### src/rtl/pipeline_stage_buf.sv
// rtl/pipeline_stage_buf.sv - elastic valid-tagged pipeline register chain with stall, flush and bubble collapse
module pipeline_stage_buf #(
  parameter int DW    = 32,
  parameter int DEPTH = 2,
  parameter int CNTW  = $clog2(DEPTH+1)
) (
  input  logic            clk_i,
  input  logic            rst_ni,
  input  logic            in_valid_i,
  output logic            in_ready_o,
  input  logic [DW-1:0]   in_data_i,
  input  logic            stall_i,
  input  logic            flush_i,
  output logic            out_valid_o,
  input  logic            out_ready_i,
  output logic [DW-1:0]   out_data_o,
  output logic [CNTW-1:0] count_o
);

  // Stage 0 faces the upstream producer, stage DEPTH-1 drives the output.
  logic [DEPTH-1:0]         v_q, v_d;
  logic [DEPTH-1:0][DW-1:0] d_q, d_d;
  logic [DEPTH-1:0]         en;
  logic                     hold;

  // A stall or flush freezes both handshakes for the cycle.
  assign hold = stall_i | flush_i;

  // Advance enables ripple from the output back to the input; a running
  // scalar avoids a self-referencing vector so empty stages absorb their
  // predecessor even while the output is blocked.
  always_comb begin
    logic chain;
    en    = '0;
    chain = out_ready_i;
    for (int k = DEPTH-1; k >= 0; k--) begin
      chain = ~v_q[k] | chain;
      en[k] = chain;
    end
  end

  assign in_ready_o  = en[0] & ~hold;
  assign out_valid_o = v_q[DEPTH-1] & ~hold;
  assign out_data_o  = d_q[DEPTH-1];

  // Next-state: flush clears valids only, stall holds everything, otherwise
  // every enabled stage takes its predecessor; payload loads only with a valid.
  always_comb begin
    v_d = v_q;
    d_d = d_q;
    if (flush_i) begin
      v_d = '0;
    end else if (!stall_i) begin
      if (en[0]) begin
        v_d[0] = in_valid_i;
        if (in_valid_i) begin
          d_d[0] = in_data_i;
        end
      end
      for (int k = 1; k < DEPTH; k++) begin
        if (en[k]) begin
          v_d[k] = v_q[k-1];
          if (v_q[k-1]) begin
            d_d[k] = d_q[k-1];
          end
        end
      end
    end
  end

  // Stage registers; reset discards every in-flight payload and zeroes data.
  always_ff @(posedge clk_i or negedge rst_ni) begin
    if (!rst_ni) begin
      v_q <= '0;
      d_q <= '0;
    end else begin
      v_q <= v_d;
      d_q <= d_d;
    end
  end

  // Occupancy is a popcount of the valid registers.
  always_comb begin
    count_o = '0;
    for (int k = 0; k < DEPTH; k++) begin
      count_o = count_o + CNTW'(v_q[k]);
    end
  end

endmodule

### config.mk
export PLATFORM = sky130hd
export DESIGN_NAME = pipeline_stage_buf
export DESIGN_NICKNAME = d
export VERILOG_FILES = /design/src/rtl/pipeline_stage_buf.sv
export SDC_FILE = /design/constraint.sdc
export NUM_CORES = 1
export LEC_CHECK = 0
export CAP_MARGIN = 20
export CORE_AREA = 8 8 96 98
export CTS_CLUSTER_SIZE = 10
export DETAILED_ROUTE_END_ITERATION = 6
export DIE_AREA = 0 0 104 106
export PLACE_DENSITY = 0.63
export SLEW_MARGIN = 20
export SYNTH_ARGS = -nofsm -noshare
export SYNTH_HDL_FRONTEND = slang
export SYNTH_SLANG_ARGS = --single-unit
export TNS_END_PERCENT = 30
### constraint.sdc
create_clock -name clk_i -period 1.2 [get_ports clk_i]
set_input_delay 0.24 -clock clk_i [delete_from_list [all_inputs] [get_ports clk_i]]
set_output_delay 0.24 -clock clk_i [all_outputs]
set_load 0.01 [all_outputs]
==> metrics.txt <==
xor/xnor share of the synthesized area 0%; Yosys top cell area share a little under three fifths; Cells after Synth 183; GPL Wtd Cong 0.6444; Async SR Flop Fraction 100.0%; hold crit path type in2async; CTS tree done; pin count of the biggest net entering global routing 29; clock latency on the worst-skew pair approximately 0.33 ns; Max VDD drop 0.0009823 V; Mapped Area 2909 µm²; worst-margin pin slew between 0.2 and 0.3 ns; Top Ports 74; PD cells 1771 nW/µm²; Yosys cell types 17; WL/cell ~16 µm; Routed Antenna Nets 0; simple-gate share of the synthesized area 2.753%; main combinational cell family by area after synthesis multiplexers; failing checks negative setup slack; Setup crit end kind flip-flop; Synth Area in Compound Gates less than 1%; total global-route track usage 10.72%; Synth-to-Final Area Change 28.77%; Setup-failing EPs final 68; setup ws final -0.2559 ns; DRC 0; DP HPWL 3914 µm; Max Cap Violations 0; Tot Pwr 6.633 mW; DR vias 1,568; initial drt markers 23; Synthesis Warnings 0; P_leak 1.850 nW; Clock Pin Slew Worst Setup and Hold Paths 0.07 ns; count of TritonRoute iterations in the first routing pass 3; EDFF count, synth 0; Die Area between 10,000 and 15,000 µm²; commonest non-fill, non-tap cells in the layout 66 x dfrtp_1, 36 x clkdlybuf4s50_1, 32 x mux2_4, 32 x buf_2, 30 x mux2_2; vias per cell about 4.4; crit share post-route 121.3%; syn avg cell area 15.90 µm²; Max Freq 686.8 MHz; Starting Density 37.08%; CTS buffer count 9; CTS sink cnt 66; Hold Worst Slack 0.3204 ns; Worst Setup Path Type reg2reg; Slew Viols, Final 0; final instance area 3746 µm²; total grt overflow 0; minimum clock period roughly 1.5 ns; FP Rows 33; die width 104 µm; RSZ-0062 raised after global routing true; core area 7845 µm²; Seq cells post-synth 66; CP top delay family buffers and inverters; Post-DP Area 3633 µm²; initial antenna violation count 0; pre-CTS WS -0.5624 ns; fin nets 286; cell taking the most area after synthesis dfrtp_1; status finished with violations; number of buffers on the longest clock path 2; Slew HR 80.65%; clock root buffer clkbuf_8; final core utilization 47.75%; most common cell after layout, fill and taps aside dfrtp_1; Routed WL 5534 µm; sequential fraction of the synthesis area roughly 57%; Slowest cell on crit path dfrtp_1; Synth Flop Type dfrtp_1; n_diodes 0; worst-path cell chain buf_6, nand3b_1, buf_4, nand3_4, buf_12, mux2_4; Hold Fails Final Rpt 0; buffers added on ports 73; syn nets 222; Max stage delay on crit path roughly 0.4 ns; WP data required 1.41 ns; Setup crit start kind flip-flop; vias in the first global route 1,855; WP buf/inv 3; fraction of synthesized area in multiplexers around 29%; worst path arrival time 1.67 ns; Critical Path Fanout Max 14; share of cells above drive strength 1 between 50% and 60%; synth top area cells dfrtp_1 57%, mux2_4 15%, mux2_2 12%, buf_4 8.3%, buf_6 2.3%; Post-Synth Adder-Cell Area less than 1%; first-pass GRT wire length between 9000 and 10,000 µm; CTS H-tree lvls 3; Fin Clk Skew between 0.008 and 0.009 ns; Die H 106 µm
-- metrics by stage --
stage | setup TNS, ns | std cells
after floorplan | -4.411 | 183
after global placement | -33.87 | 335
after detailed placement | -35.61 | 335
after CTS | -15.43 | 356
after global routing | -19.58 | 357
final | -14.77 | 357
-- flip-flops by register name (all words and copies together), names as in the netlist --
signal      flops
d_q            32
out_data_o     32
v_q             2
-- synthesized netlist by cell type, types with 2 or more instances --
library cell and count:
dfrtp_1 66, buf_4 32, mux2_2 32, mux2_4 30
buf_6 6, a21oi_1 2, and2_1 2, mux2_1 2
nand2b_1 2, o21ai_0 2
-- kinds of logic (layout without fill, tap and decap cells) --
group | count (synthesis) | after routing
buffers and inverters | 39 | 108
flip-flops | 66 | 66
multiplexers | 64 | 64
AO/OA/AOI/OAI | 4 | 4
adder cells (fa/ha/maj) | 1 | 1
AND/OR/NAND/NOR | 9 | 9
-- final cells by class --
| type | count | area [µm²] |
|---|---|---|
| fillers | 715 | 4099 |
| flip-flops and latches | 66 | 1652 |
| multi-input cells | 78 | 965.9 |
| repair buffers | 91 | 792.0 |
| well taps | 105 | 131.4 |
| clock buffers | 9 | 123.9 |
| clock inverters | 7 | 77.57 |
| inverters | 1 | 3.754 |
-- routing by layer --
metal	track usage, %	vias up	part of all wire, %
li1	-	722	-
met1	12.86	790	44
met2	16.54	49	48
met3	4.779	7	7.2
met4	4.343	0	1.0
met5	0	-	0
-- final timing paths --
path	cells after the start	endpoint	startpoint	slack (ns)
worst min-delay path	2	v_q[1]	rst_ni	0.32
max in group asynchronous	3	d_q[11]	rst_ni	0.44
worst max-delay path	6	d_q[11]	v_q[0]	-0.26
worst min register to register	1	out_data_o[5]	out_data_o[5]	0.49
worst max register to register	6	d_q[11]	v_q[0]	-0.26
min in group clk_i	1	out_data_o[5]	out_data_o[5]	0.49
-- power breakdown --
group          total (mW)  internal (mW)  leakage, nW  switching [mW]
registers            3.13           2.83        0.799           0.297
logic                1.66           1.02        0.951           0.642
clock network        1.84          0.972       0.0998           0.869
-- what timing repair did --
action	4_1_cts	5_1_grt
setup buffers	4	0
resized for setup	138	10
hold buffers	1	0
gates cloned	0	1
setup endpoints to repair	100	77
endpoints found under the hold margin	16	0
(Power assumes the default switching activity.)
